[src/rtl/csr_file_pkg.sv]
// Shared CSR definitions: addresses, mstatus bit positions and layout.
package pipes;

    localparam logic [11:0] CSR_MSTATUS  = 12'h300;
    localparam logic [11:0] CSR_MIE      = 12'h304;
    localparam logic [11:0] CSR_MTVEC    = 12'h305;
    localparam logic [11:0] CSR_MSCRATCH = 12'h340;
    localparam logic [11:0] CSR_MEPC     = 12'h341;
    localparam logic [11:0] CSR_MCAUSE   = 12'h342;
    localparam logic [11:0] CSR_MTVAL    = 12'h343;
    localparam logic [11:0] CSR_MIP      = 12'h344;
    localparam logic [11:0] CSR_MCYCLE   = 12'hB00;
    localparam logic [11:0] CSR_MINSTRET = 12'hB02;

    localparam int MSTATUS_MIE    = 3;
    localparam int MSTATUS_MPIE   = 7;
    localparam int MSTATUS_MPP_LO = 11;
    localparam int MSTATUS_MPP_HI = 12;

    // Only MIE, MPIE and MPP hold state; everything else reads back 0.
    localparam logic [63:0] MSTATUS_WMASK = (64'd1 << MSTATUS_MIE)
                                          | (64'd1 << MSTATUS_MPIE)
                                          | (64'd1 << MSTATUS_MPP_LO)
                                          | (64'd1 << MSTATUS_MPP_HI);

    typedef struct packed {
        logic [50:0] rsv_63_13;
        logic [1:0]  mpp;
        logic [2:0]  rsv_10_8;
        logic        mpie;
        logic [2:0]  rsv_6_4;
        logic        mie;
        logic [2:0]  rsv_2_0;
    } mstatus_t;

endpackage

[src/rtl/csr_file_if.sv]
// Pipeline <-> CSR file bus: read port, write port, trap/mret and redirect.
interface csr_file_if;
    logic [11:0] ra;
    logic [63:0] rdata;
    logic        rillegal;
    logic        wvalid;
    logic [11:0] wa;
    logic [63:0] wdata;
    logic        trap_valid;
    logic [63:0] trap_pc;
    logic [63:0] trap_cause;
    logic [63:0] trap_tval;
    logic        mret_valid;
    logic        retire;
    logic        redirect_valid;
    logic [63:0] redirect_pc;
    logic [63:0] mstatus_o;

    modport master (
        output ra, wvalid, wa, wdata, trap_valid, trap_pc, trap_cause, trap_tval,
               mret_valid, retire,
        input  rdata, rillegal, redirect_valid, redirect_pc, mstatus_o
    );

    modport slave (
        input  ra, wvalid, wa, wdata, trap_valid, trap_pc, trap_cause, trap_tval,
               mret_valid, retire,
        output rdata, rillegal, redirect_valid, redirect_pc, mstatus_o
    );
endinterface

[src/rtl/csr_file_counter.sv]
// 64-bit free-running counter; a load beats the increment, wraps silently.
module csr_counter (
    input  logic        clk,
    input  logic        resetn,
    input  logic        inc,
    input  logic        we,
    input  logic [63:0] wdata,
    output logic [63:0] q
);
    // load has precedence over increment
    always_ff @(posedge clk or negedge resetn) begin
        if (!resetn)  q <= '0;
        else if (we)  q <= wdata;
        else if (inc) q <= q + 64'd1;
    end
endmodule

[src/rtl/csr_file.sv]
// Machine-mode CSR file with trap entry / mret and fetch redirect.
// Optional mcycle/minstret counters built when CSR_COUNTERS_EN is defined;
// otherwise 0xB00/0xB02 read as legal zeros and writes are dropped.
module csr_file
    import pipes::*;
(
    input  logic       clk,
    input  logic       resetn,
    csr_file_if.slave  bus
);
    mstatus_t    mstatus_q;
    logic [63:0] mie_q, mtvec_q, mscratch_q, mepc_q, mcause_q, mtval_q;

    // trap and mret both swallow a concurrent CSR write
    logic wr_en;
    assign wr_en = bus.wvalid & ~bus.trap_valid & ~bus.mret_valid;

`ifdef CSR_COUNTERS_EN
    logic [63:0] mcycle_q, minstret_q;
    logic        unused_pc0;
    assign unused_pc0 = bus.trap_pc[0];

    csr_counter u_mcycle (
        .clk   (clk),
        .resetn(resetn),
        .inc   (1'b1),
        .we    (wr_en && bus.wa == CSR_MCYCLE),
        .wdata (bus.wdata),
        .q     (mcycle_q)
    );

    csr_counter u_minstret (
        .clk   (clk),
        .resetn(resetn),
        .inc   (bus.retire),
        .we    (wr_en && bus.wa == CSR_MINSTRET),
        .wdata (bus.wdata),
        .q     (minstret_q)
    );
`else
    logic unused_in;
    assign unused_in = ^{bus.retire, bus.trap_pc[0]};
`endif

    // architectural CSR state: trap > mret > write
    always_ff @(posedge clk or negedge resetn) begin
        if (!resetn) begin
            mstatus_q  <= '0;
            mie_q      <= '0;
            mtvec_q    <= '0;
            mscratch_q <= '0;
            mepc_q     <= '0;
            mcause_q   <= '0;
            mtval_q    <= '0;
        end else if (bus.trap_valid) begin
            mepc_q         <= {bus.trap_pc[63:1], 1'b0};
            mcause_q       <= bus.trap_cause;
            mtval_q        <= bus.trap_tval;
            mstatus_q.mpie <= mstatus_q.mie;
            mstatus_q.mie  <= 1'b0;
            mstatus_q.mpp  <= 2'b11;
        end else if (bus.mret_valid) begin
            mstatus_q.mie  <= mstatus_q.mpie;
            mstatus_q.mpie <= 1'b1;
            mstatus_q.mpp  <= 2'b00;
        end else if (wr_en) begin
            case (bus.wa)
                CSR_MSTATUS:  mstatus_q  <= mstatus_t'(bus.wdata & MSTATUS_WMASK);
                CSR_MIE:      mie_q      <= bus.wdata;
                CSR_MTVEC:    mtvec_q    <= {bus.wdata[63:2], 1'b0, bus.wdata[0]};
                CSR_MSCRATCH: mscratch_q <= bus.wdata;
                CSR_MEPC:     mepc_q     <= {bus.wdata[63:1], 1'b0};
                CSR_MCAUSE:   mcause_q   <= bus.wdata;
                CSR_MTVAL:    mtval_q    <= bus.wdata;
                default:      ;
            endcase
        end
    end

    // one-cycle redirect pulse, target sampled from pre-update state
    always_ff @(posedge clk or negedge resetn) begin
        if (!resetn) begin
            bus.redirect_valid <= 1'b0;
            bus.redirect_pc    <= '0;
        end else begin
            bus.redirect_valid <= bus.trap_valid | bus.mret_valid;
            if (bus.trap_valid)
                bus.redirect_pc <= {mtvec_q[63:2], 2'b00};
            else if (bus.mret_valid)
                bus.redirect_pc <= mepc_q;
        end
    end

    // combinational read of current state, no write bypass
    always_comb begin
        bus.rdata    = '0;
        bus.rillegal = 1'b0;
        case (bus.ra)
            CSR_MSTATUS:  bus.rdata = mstatus_q;
            CSR_MIE:      bus.rdata = mie_q;
            CSR_MTVEC:    bus.rdata = mtvec_q;
            CSR_MSCRATCH: bus.rdata = mscratch_q;
            CSR_MEPC:     bus.rdata = mepc_q;
            CSR_MCAUSE:   bus.rdata = mcause_q;
            CSR_MTVAL:    bus.rdata = mtval_q;
            CSR_MIP:      bus.rdata = '0;
`ifdef CSR_COUNTERS_EN
            CSR_MCYCLE:   bus.rdata = mcycle_q;
            CSR_MINSTRET: bus.rdata = minstret_q;
`else
            CSR_MCYCLE:   bus.rdata = '0;
            CSR_MINSTRET: bus.rdata = '0;
`endif
            default:      bus.rillegal = 1'b1;
        endcase
    end

    assign bus.mstatus_o = mstatus_q;

endmodule

[src/flat_wrapper.sv]
// flat-port wrapper written by rule: the top's interface ports become plain ports
module csr_file_flat import pipes::*;
  (clk, resetn, bus_ra, bus_wvalid, bus_wa, bus_wdata, bus_trap_valid, bus_trap_pc, bus_trap_cause, bus_trap_tval, bus_mret_valid, bus_retire, bus_rdata, bus_rillegal, bus_redirect_valid, bus_redirect_pc, bus_mstatus_o);
  csr_file_if bus_i ();
  input  logic clk;
  input  logic resetn;
  input wire logic [$bits(bus_i.ra)-1:0] bus_ra;
  input wire logic [$bits(bus_i.wvalid)-1:0] bus_wvalid;
  input wire logic [$bits(bus_i.wa)-1:0] bus_wa;
  input wire logic [$bits(bus_i.wdata)-1:0] bus_wdata;
  input wire logic [$bits(bus_i.trap_valid)-1:0] bus_trap_valid;
  input wire logic [$bits(bus_i.trap_pc)-1:0] bus_trap_pc;
  input wire logic [$bits(bus_i.trap_cause)-1:0] bus_trap_cause;
  input wire logic [$bits(bus_i.trap_tval)-1:0] bus_trap_tval;
  input wire logic [$bits(bus_i.mret_valid)-1:0] bus_mret_valid;
  input wire logic [$bits(bus_i.retire)-1:0] bus_retire;
  output wire logic [$bits(bus_i.rdata)-1:0] bus_rdata;
  output wire logic [$bits(bus_i.rillegal)-1:0] bus_rillegal;
  output wire logic [$bits(bus_i.redirect_valid)-1:0] bus_redirect_valid;
  output wire logic [$bits(bus_i.redirect_pc)-1:0] bus_redirect_pc;
  output wire logic [$bits(bus_i.mstatus_o)-1:0] bus_mstatus_o;
  assign bus_i.ra = bus_ra;
  assign bus_i.wvalid = bus_wvalid;
  assign bus_i.wa = bus_wa;
  assign bus_i.wdata = bus_wdata;
  assign bus_i.trap_valid = bus_trap_valid;
  assign bus_i.trap_pc = bus_trap_pc;
  assign bus_i.trap_cause = bus_trap_cause;
  assign bus_i.trap_tval = bus_trap_tval;
  assign bus_i.mret_valid = bus_mret_valid;
  assign bus_i.retire = bus_retire;
  assign bus_rdata = bus_i.rdata;
  assign bus_rillegal = bus_i.rillegal;
  assign bus_redirect_valid = bus_i.redirect_valid;
  assign bus_redirect_pc = bus_i.redirect_pc;
  assign bus_mstatus_o = bus_i.mstatus_o;
  csr_file u_core (.clk(clk), .resetn(resetn), .bus(bus_i));
endmodule
[config.mk]
export PLATFORM = sky130hd
export DESIGN_NAME = csr_file_flat
export DESIGN_NICKNAME = d
export VERILOG_FILES = /design/src/rtl/csr_file_pkg.sv /design/src/rtl/csr_file_if.sv /design/src/rtl/csr_file_counter.sv /design/src/rtl/csr_file.sv /design/src/flat_wrapper.sv
export SDC_FILE = /design/constraint.sdc
export NUM_CORES = 1
export LEC_CHECK = 0
export CORE_AREA = 5 5 254 281
export CTS_BUF_LIST = sky130_fd_sc_hd__clkbuf_4 sky130_fd_sc_hd__clkbuf_8
export CTS_CLUSTER_DIAMETER = 120
export DETAILED_ROUTE_END_ITERATION = 7
export DIE_AREA = 0 0 259 286
export HOLD_SLACK_MARGIN = 0.05
export PLACE_DENSITY = 0.66
export SLEW_MARGIN = 20
export SYNTH_ARGS = -nofsm -noshare
export SYNTH_HDL_FRONTEND = slang
export SYNTH_SLANG_ARGS = --single-unit
[constraint.sdc]
create_clock -name clk -period 6.73 [get_ports clk]
set_input_delay 1.346 -clock clk [delete_from_list [all_inputs] [get_ports clk]]
set_output_delay 1.346 -clock clk [all_outputs]
set_load 0.05 [all_outputs]
Yosys cells after proc, flatten, opt, wreduce, memory -nomap -nowiden. Cells that the tools add are included.

Latch bits: 0. Flip-flop bits (word level): 452. Memories kept: 0. RAM bits: 0. Bits in read-only memories: 0. Logic and storage cells: 73. Output and inout port bits: 194.

Mux-type cells: 24. Eq/ne operators: 18. Reduce and logical (&&, ||, !) cells: 15. Shift operators: 0. $mul: 0. Order comparisons: 0. Bitwise gates (word level): 5. Add/sub/neg operators: 0. Divide/modulo/power cells: 0.

Operators with widths (count): $mux W64 (14); $pmux W64 S7 (1); $eq A12 B10 Y1 const B (15); $mux W13 (2); $eq A12 B12 Y1 const B (2); $reduce_and A4 Y1 (3); $reduce_bool A2 Y1 (5); $reduce_or A10 Y1 (1); $reduce_and A3 Y1 (3); $reduce_bool A3 Y1 (2); $mux W1 (5); $mux W2 (2); $and A1 B1 Y1 (2); $ne A2 B2 Y1 const B (1); $not A1 Y1 (2); $reduce_and A2 Y1 (1); $or A1 B1 Y1 (1).

Longest topological paths before layout. Gate-level depths: netlist of run 1.

Depth in word-level cells: 6. Gate-level depth with buffers: 8. Depth with buffers taken out: 4.

Worst setup path before layout of run 1. Ideal clock, no wire load.

Path type: in2out. Start: input bus_ra[5]. End: output bus_rdata[12]. Required time: 5384 ps. Path slack: 1744 ps. Stages: 6. Data arrival time: 3640 ps. Path through: or4b_1 > or3b_2 > clkbuf_1 > clkbuf_1 > buf_1 > a21oi_1.

Longest elaborated chain between the ends: 2.

Ends and longest elaborated chain: start: declaration (line flat_wrapper.sv:7) `input wire logic [$bits(bus_i.ra)-1:0] bus_ra;`; $eq A12 B10 Y1 (line csr_file.sv:98) `case (bus.ra)`; $pmux W64 S7 (*) (line csr_file.sv:98); end: declaration (line flat_wrapper.sv:17) `output wire logic [$bits(bus_i.rdata)-1:0] bus_rdata;`.

Every way passes the cells marked *; elsewhere a longest branch is shown, timed or not.

Final worst setup path of run 1.
Start: input bus_ra[6]. End: output bus_rdata[58].

The elaborated chain is that of the path after synthesis.

==> impl_metrics.yaml, run 1 <==
outcome:
  outcome: "completed"
die:
  core-area_um2: 68400
  start_util: 0.336
  die-area_um2: 74100
  fp.dieW_um: 259
  num_rows: 101
  die_y_um: 286
  io_pins: 480
routing:
  first_pass_iters: 7
  ant_nets: 0
  num_vias: 17800
  wire_per_inst_um: 22.9
  drtIter0Drc: 1260
  drt-total-wl_um: 77300
  drc: 0
  viasPerCell: 5.27
synthesis:
  synth_cell_types: 42
  synth_most_common_cell: "dfrtp_1"
  synthCells: 2033
  yosys.area.top_type: "dfrtp_1"
  syn_area_um2: 23000
  synth_edf_count: 0
  ys_seq_area_frac: 0.490
  yosys-top-cells-area: "dfrtp_1, mux2i_1, mux2_2"
  syn-mean-instance-area_um2: 11.3
  ys_ff_latch: 450
  synth_warnings: 0
  async_flop_share: 1.00
  synth_top_area_share: 0.490
  synth_commonest_cells: "dfrtp_1, mux2i_1, mux2_2"
  synth_flop_cell: "dfrtp_1"
run:
  max-cap-violations: 0
worst_setup_path:
  worst_setup_path_start_kind: "input port"
  required_ps: 5380
  critPathCaptureType: "output port"
  cp_top_family: "buffers and inverters"
  r2r_slack_ps: 5700
  rr_startpoint: "u_core.mepc_q[42]"
  cpMostUsedCell: "clkdlybuf4s50_1"
  crit_arrival_ps: 4570
  cp_slowest_cell: "or4b_2"
  endpoint: "bus_rdata[58]"
  worst-path-buf-inv: 3
  path_max_fanout: 12
  crit_type: "in2out"
  crit_start: "bus_ra[6]"
  cp.depth: 6
  r2r_cells: 2
  max_stage_delay_ps: 890
  crit_chain: "clkdlybuf4s50_1 > or4b_2 > nor3_2 > buf_4 > a221o_1 > clkdlybuf4s50_1"
  reg2reg_to: "u_core.mepc_q[42]"
clock_tree:
  hold_buffers: 0
  cts_buffers: 80
  cts.sinks: 450
  clk_pin_slew_ps: 60
  cts.htree.levels: 3
  post_cts_resized: 0
  clkLatencyLatePin_ps: 660
  postCtsSetupBuffers: 0
  cts_tree: "built"
  cts_root_buf: "clkbuf_8"
  cts_buffer_depth: 3
layout:
  final_nets: 2673
  area_growth_pct: 28.2
  fillers: 6433
  final-instance-count-excl-fill: 3375
  drive_gt1_frac: 0.184
placed_design:
  port-buffer-count: 416
  dp.cells: 3231
  dpl.hpwl_um: 48600
  place.gp.congestion: 0.819
sta:
  grt_setup_unrepaired: "no"
  slew_violations: 0
  fmax_mhz: 169
  setup_tns_ps: 0
  slew_headroom: 0.318
  min_period_over_period: 0.879
  clock_skew_ps: 28.4
  tightest_slew_ps: 1020
  hold_violations: 0
  period_needed_ps: 5920
  finalSetupViolCount: 0
global_routing:
  grt_pass1_vias: 18900
  grt_pass1_wl_um: 117000
  grt_max_degree: 229
  grt.total_usage: 0.201
  antenna_found_initial: 9
  overflow: 0
power_and_ir_drop:
  powerDensity_nw_per_um2: 224
  peakVddDrop_mv: 0.143
  finalPower_mw: 6.60
  p_leak_nw: 12.8
hold_path:
  holdCritPathClass: "reg2reg"
-- sequential cells by signal, indices dropped and copies added (netlist names) --
| signal | cells |
|---|---|
| u_core.bus.redirect_valid | 1 |
| u_core.mie_q | 64 |
| u_core.mcause_q | 64 |
| u_core.bus.mstatus_o | 4 |
| u_core.mepc_q | 63 |
| u_core.mtval_q | 64 |
| u_core.bus.redirect_pc | 63 |
| u_core.mscratch_q | 64 |
| u_core.mtvec_q | 63 |
-- worst min-delay path: cells and delay by family, from the launching register on --
| family | cells | cell delay (ps) |
|---|---|---|
| AO/OA/AOI/OAI | 1 | 60 |
| AND/OR/NAND/NOR | 1 | 50 |
| flip-flops | 1 | 360 |
-- layout by cell type, fill, tap and decap left out, types with 6 or more instances in the layout --
master / n
nor3b_1: 63
buf_4: 74
diode_2: 6
conb_1: 61
nor2b_1: 64
o21ai_0: 190
mux2_2: 201
dfrtp_1: 450
mux2i_1: 321
buf_12: 14
a221o_1: 119
clkbuf_4: 28
o2bb2ai_1: 50
a21oi_1: 6
nor2_1: 13
nor3_1: 53
clkdlybuf4s50_1: 356
nand2b_1: 6
clkbuf_8: 99
o22ai_1: 13
nand2_1: 191
-- power breakdown --
part	switching [mW]	internal, mW	total, mW
registers	0.0844	2.84	2.92
clock network	1.17	1.62	2.79
logic	0.517	0.370	0.887
total	1.78	4.83	6.60
-- metal layers --
| metal | GRT usage | wire (um) | vias up |
|---|---|---|---|
| met4 | 0.0724 | 2170 | 6 |
| met2 | 0.344 | 38500 | 582 |
| met3 | 0.0393 | 4470 | 132 |
| li1 | - | - | 8045 |
| met5 | 0 | 47 | - |
| met1 | 0.254 | 32100 | 9018 |
-- through the flow --
step	hold slack, ps	setup slack (ps)	instance area (um2)	util
after CTS	483	756	29400	0.431
after global routing	510	688	29500	0.431
after global placement	482	774	27700	0.405
after floorplan	466	1740	23200	-
final	489	813	29500	0.431
after detailed placement	488	762	27700	0.405
-- cell type report --
type	count	area, um2	share of cell area
Sequential cell	450	11300	0.382
Multi-Input combinational cell	1402	10800	0.367
Timing Repair Buffer	448	4470	0.152
Clock buffer	126	1560	0.0529
Tap cell	927	1160	0.0393
Clock inverter	11	175	0.00594
Inverter	5	18.8	0.000637
Antenna cell	6	15.0	0.000509
-- cells by family after synthesis --
kind of cell / count (synthesis) / share of synthesized area
muxes: 522 / 0.238
DFF: 450 / 0.490
and+or+nand+nor: 428 / 0.0970
AOI/OAI and AO/OA: 391 / 0.122
buffers and inverters: 241 / 0.0529
other: 1 / 0.000163
-- worst min-delay path by stage --
| stage | from | to | slack [ps] | cells past startpoint |
|---|---|---|---|---|
| after floorplan | u_core.mtvec_q[12] | u_core.bus.redirect_pc[12] | 470 | 2 |
| after global placement | u_core.mtvec_q[0] | u_core.mtvec_q[0] | 480 | 1 |
| after detailed placement | u_core.mtvec_q[30] | u_core.bus.redirect_pc[30] | 490 | 2 |
| after CTS | u_core.mtvec_q[5] | u_core.bus.redirect_pc[5] | 480 | 2 |
| after global routing | u_core.mscratch_q[30] | u_core.mscratch_q[30] | 510 | 1 |
| final | u_core.mtvec_q[5] | u_core.bus.redirect_pc[5] | 490 | 2 |
Power figures use the tool's default switching activity.
==> run 2: changes to the inputs <==
--- a/config.mk
+++ b/config.mk
@@ -8,6 +8,7 @@
 export CORE_AREA = 5 5 254 281
 export CTS_BUF_LIST = sky130_fd_sc_hd__clkbuf_4 sky130_fd_sc_hd__clkbuf_8
 export CTS_CLUSTER_DIAMETER = 120
+export CTS_CLUSTER_SIZE = 30
 export DETAILED_ROUTE_END_ITERATION = 7
 export DIE_AREA = 0 0 259 286
 export HOLD_SLACK_MARGIN = 0.05
==> constraint.sdc (replaced) <==
create_clock -name clk -period 6.8 [get_ports clk]
set_input_delay 1.36 -clock clk [delete_from_list [all_inputs] [get_ports clk]]
set_output_delay 1.36 -clock clk [all_outputs]
set_load 0.05 [all_outputs]
==> impl_metrics.yaml, run 2 (same netlist as run 1, synthesis figures left out) <==
layout:
  seqCellArea_um2: 11300
  multiInputGateArea_um2: 10800
  final_core_util: 0.409
  drive_gt1_frac: 0.143
  final-instance-count-excl-fill: 3261
  final_common_cell: "dfrtp_1"
  area_growth_pct: 21.8
  final_nets: 2610
  fillers: 6510
  final_cell_mix: "dfrtp_1, clkdlybuf4s50_1, mux2i_1"
clock_tree:
  cts_buffer_depth: 3
  clkLatencyLatePin_ps: 650
  cts.htree.levels: 1
  cts_root_buf: "clkbuf_8"
  post_cts_resized: 0
  clk_pin_slew_ps: 180
  cts.sinks: 450
  postCtsSetupBuffers: 0
  cts_tree: "built"
  hold_buffers: 0
  cts_buffers: 19
global_routing:
  grt.total_usage: 0.193
  grt_pass1_vias: 18200
  antenna_found_initial: 12
  grt_pass1_wl_um: 113000
  grt_max_degree: 201
  overflow: 0
sta:
  slew_headroom: 0.334
  hold_violations: 0
  grt_setup_unrepaired: "no"
  finalSetupViolCount: 0
  whs_ps: 526
  min_period_over_period: 0.873
  setup_tns_ps: 0
  clock_skew_ps: 39.7
  period_needed_ps: 5940
  fmax_mhz: 168
  tightest_slew_ps: 1000
  slew_violations: 0
worst_setup_path:
  path_max_fanout: 12
  required_ps: 5440
  cp_slowest_cell: "or4b_2"
  max_stage_delay_ps: 920
  crit_type: "in2out"
  worst_setup_path_start_kind: "input port"
  cpMostUsedCell: "clkdlybuf4s50_1"
  crit_chain: "clkdlybuf4s50_1 > or4b_2 > nor3_2 > buf_4 > a221o_1 > clkdlybuf4s50_1"
  critPathCaptureType: "output port"
  worst-path-buf-inv: 3
  cp_top_family: "buffers and inverters"
  crit_arrival_ps: 4580
die:
  fp.dieW_um: 259
  die-area_um2: 74100
  core-area_um2: 68400
  num_rows: 101
  io_pins: 480
  start_util: 0.336
  die_y_um: 286
routing:
  drtIter0Drc: 1071
  wire_per_inst_um: 23.0
  first_pass_iters: 5
  ant_nets: 0
  num_vias: 17400
  drt-total-wl_um: 75000
  viasPerCell: 5.33
  drc: 0
placed_design:
  place.gp.congestion: 0.830
  port-buffer-count: 416
  dpl.hpwl_um: 48200
  dp.cells: 3229
power_and_ir_drop:
  peakVddDrop_mv: 0.110
  finalPower_mw: 4.88
  p_leak_nw: 12.0
  powerDensity_nw_per_um2: 174
run:
  max-cap-violations: 0
hold_path:
  holdCritPathClass: "reg2reg"
outcome:
  outcome: "completed"
## run 2: cell count changes in the layout (fill, tap and decap cells not counted), sizes merged
cell | previous run | this run
clkbuf | 127 | 20
buf | 91 | 89
clkinv | 2 | 0
clkinvlp | 1 | 0
bufinv | 4 | 0
inv | 9 | 8
diode | 6 | 9
## run 2: area by class of cell
class	instances	area share
Antenna cell	9	0.000805
Clock buffer	19	0.00934
Clock inverter	3	0.00121
Inverter	5	0.000670
Multi-Input combinational cell	1402	0.386
Sequential cell	450	0.402
Tap cell	927	0.0414
Timing Repair Buffer	446	0.158
## run 2: metrics by stage
step	setup WS [ps]	instance area, um2
2_1_floorplan	1790	23200
3_3_place_gp	885	27600
3_5_place_dp	876	27600
4_1_cts	875	27900
5_1_grt	712	28000
6_report	863	28000
## run 2: worst register-to-register path: stages, from the launching register on
cell,delay [ps]
dfrtp_1,440
nor2b_1,150
a221o_1,360
## run 2: power by group
group | leakage [nW] | switching (mW) | internal (mW)
Sequential | 5.90 | 0.0844 | 2.80
Clock | 0.153 | 0.850 | 0.269
Combinational | 5.97 | 0.509 | 0.366
## run 2: path summary, 6_finish.rpt
check | from | to | slack [ps] | cells past startpoint
max reg2reg | u_core.mepc_q[62] | u_core.mepc_q[62] | 5760 | 2
min | u_core.mscratch_q[47] | u_core.mscratch_q[47] | 530 | 1
min reg2reg | u_core.mscratch_q[47] | u_core.mscratch_q[47] | 530 | 1
max in group asynchronous | resetn | u_core.mie_q[26] | 4550 | 3
min in group asynchronous | resetn | u_core.mtval_q[3] | 720 | 1
max | bus_ra[6] | bus_rdata[57] | 860 | 6
## run 2: per-layer routing
metal / track usage / up-vias / routed length (um)
met5: 0 / - / 41
met4: 0.0424 / 6 / 1410
met3: 0.0324 / 81 / 4300
met2: 0.337 / 493 / 37400
met1: 0.252 / 8932 / 31800
li1: - / 7877 / -
==> run 3: changes to the inputs <==
--- a/config.mk
+++ b/config.mk
@@ -8,7 +8,7 @@
 export CORE_AREA = 5 5 254 281
 export CTS_BUF_LIST = sky130_fd_sc_hd__clkbuf_4 sky130_fd_sc_hd__clkbuf_8
 export CTS_CLUSTER_DIAMETER = 120
-export CTS_CLUSTER_SIZE = 30
+export CTS_CLUSTER_SIZE = 10
 export DETAILED_ROUTE_END_ITERATION = 7
 export DIE_AREA = 0 0 259 286
 export HOLD_SLACK_MARGIN = 0.05
==> impl_metrics.yaml, run 3 (same netlist as run 1, synthesis figures left out) <==
clock_tree:
  cts_tree: "built"
  clk_pin_slew_ps: 70
  cts_buffers: 50
  clkLatencyLatePin_ps: 640
  cts_buffer_depth: 3
  cts.sinks: 450
  hold_buffers: 0
  cts.htree.levels: 2
  post_cts_resized: 0
  cts_root_buf: "clkbuf_8"
  postCtsSetupBuffers: 0
power_and_ir_drop:
  swShare: 0.287
  p_sw_mw: 1.55
  combinationalPowerShare: 0.163
  powerDensity_nw_per_um2: 189
  peakVddDrop_mv: 0.135
  clkPwrFrac: 0.301
  seqPwrFrac: 0.537
  p_leak_nw: 12.2
  intPower_mw: 3.83
sta:
  worst_slack_ps: 877
  slew_violations: 0
  hold_violations: 0
  tightest_slew_ps: 1010
  slew_headroom: 0.326
  setup_tns_ps: 0
  grt_setup_unrepaired: "no"
  clock_skew_ps: 15.0
  fmax_mhz: 169
  min_period_over_period: 0.871
  finalSetupViolCount: 0
  period_needed_ps: 5920
placed_design:
  port-buffer-count: 416
  pre_cts_ws_ps: 876
  place.gp.congestion: 0.830
  place_area_um2: 27600
  dpl.hpwl_um: 48200
routing:
  drc: 0
  viasPerCell: 5.31
  first_pass_iters: 5
  wire_per_inst_um: 23.0
  ant_nets: 0
  num_vias: 17500
  drt-total-wl_um: 75900
  drtIter0Drc: 1088
die:
  core-area_um2: 68400
  start_util: 0.336
  num_rows: 101
  die-area_um2: 74100
  io_pins: 480
  die_y_um: 286
  fp.dieW_um: 259
layout:
  area_growth_pct: 23.6
  final_common_cell: "dfrtp_1"
  drive_gt1_frac: 0.154
  finalInstanceArea_um2: 28400
  fillers: 6465
  final_cell_mix: "dfrtp_1, clkdlybuf4s50_1, mux2i_1"
  final_nets: 2641
worst_setup_path:
  crit_type: "in2out"
  path_max_fanout: 12
  required_ps: 5440
  crit_arrival_ps: 4560
  worst_setup_path_start_kind: "input port"
  critPathCaptureType: "output port"
global_routing:
  grt_pass1_vias: 18500
  grt.total_usage: 0.196
  grt_max_degree: 201
  overflow: 0
  grt_pass1_wl_um: 115000
  antenna_found_initial: 12
outcome:
  outcome: "completed"
hold_path:
  holdCritPathClass: "reg2reg"
run:
  max-cap-violations: 0
==> run 3: changes by cell type in the layout (fill, tap and decap cells not counted) <==
cell,change
inv_6,-2
inv_12,-1
clkbuf_8,+32
diode_2,+1
clkinvlp_4,+1
==> run 3: metal layers <==
layer  part of all wire  GRT usage
met5            0.00041          0
met4              0.021     0.0507
met3              0.057     0.0403
met2               0.50      0.339
met1               0.42      0.252
==> run 3: metrics by stage <==
stage | instances | hold WS [ps] | util | power, mW
floorplan | 2093 | 466 | - | 3.41
global placement | 3229 | 482 | 0.404 | 3.79
detailed placement | 3229 | 491 | 0.404 | 3.81
CTS | 3281 | 498 | 0.415 | 5.45
global route | 3287 | 520 | 0.415 | 5.63
finish | 3292 | 505 | 0.416 | 5.38
==> run 3: path summary, 6_finish.rpt <==
| check | startpoint | endpoint | cells after the start | slack [ps] |
|---|---|---|---|---|
| worst max register to register | u_core.mepc_q[27] | u_core.mepc_q[27] | 2 | 5770 |
| min in group asynchronous | resetn | u_core.mscratch_q[7] | 1 | 750 |
| worst min register to register | u_core.mscratch_q[47] | u_core.mscratch_q[47] | 1 | 510 |
| worst max-delay path | bus_ra[6] | bus_rdata[57] | 6 | 880 |
| max in group asynchronous | resetn | u_core.mepc_q[30] | 3 | 4560 |
| worst min-delay path | u_core.mscratch_q[47] | u_core.mscratch_q[47] | 1 | 510 |
==> run 3: critical path, stage by stage <==
cell             delay (ps)
clkdlybuf4s50_1         680
or4b_2                  910
nor3_2                  360
buf_4                   210
a221o_1                 150
clkdlybuf4s50_1         870
==> run 3: layout make-up <==
class	count	area, um2	area share
repair buffers	446	4420	0.156
clock inverters	1	7.51	0.000264
inverters	5	18.8	0.000661
clock buffers	51	702	0.0247
multi-input cells	1402	10800	0.381
flip-flops and latches	450	11300	0.396
diodes	10	25.0	0.000881
well taps	927	1160	0.0408
==> run 3: power by group through the flow <==
stage	clock [mW]	sequential [mW]	combinational (mW)
after floorplan	0	3.00	0.410
after global placement	0	2.93	0.865
after detailed placement	0	2.94	0.877
after CTS	1.68	2.89	0.881
after global routing	1.78	2.90	0.944
final	1.62	2.89	0.875
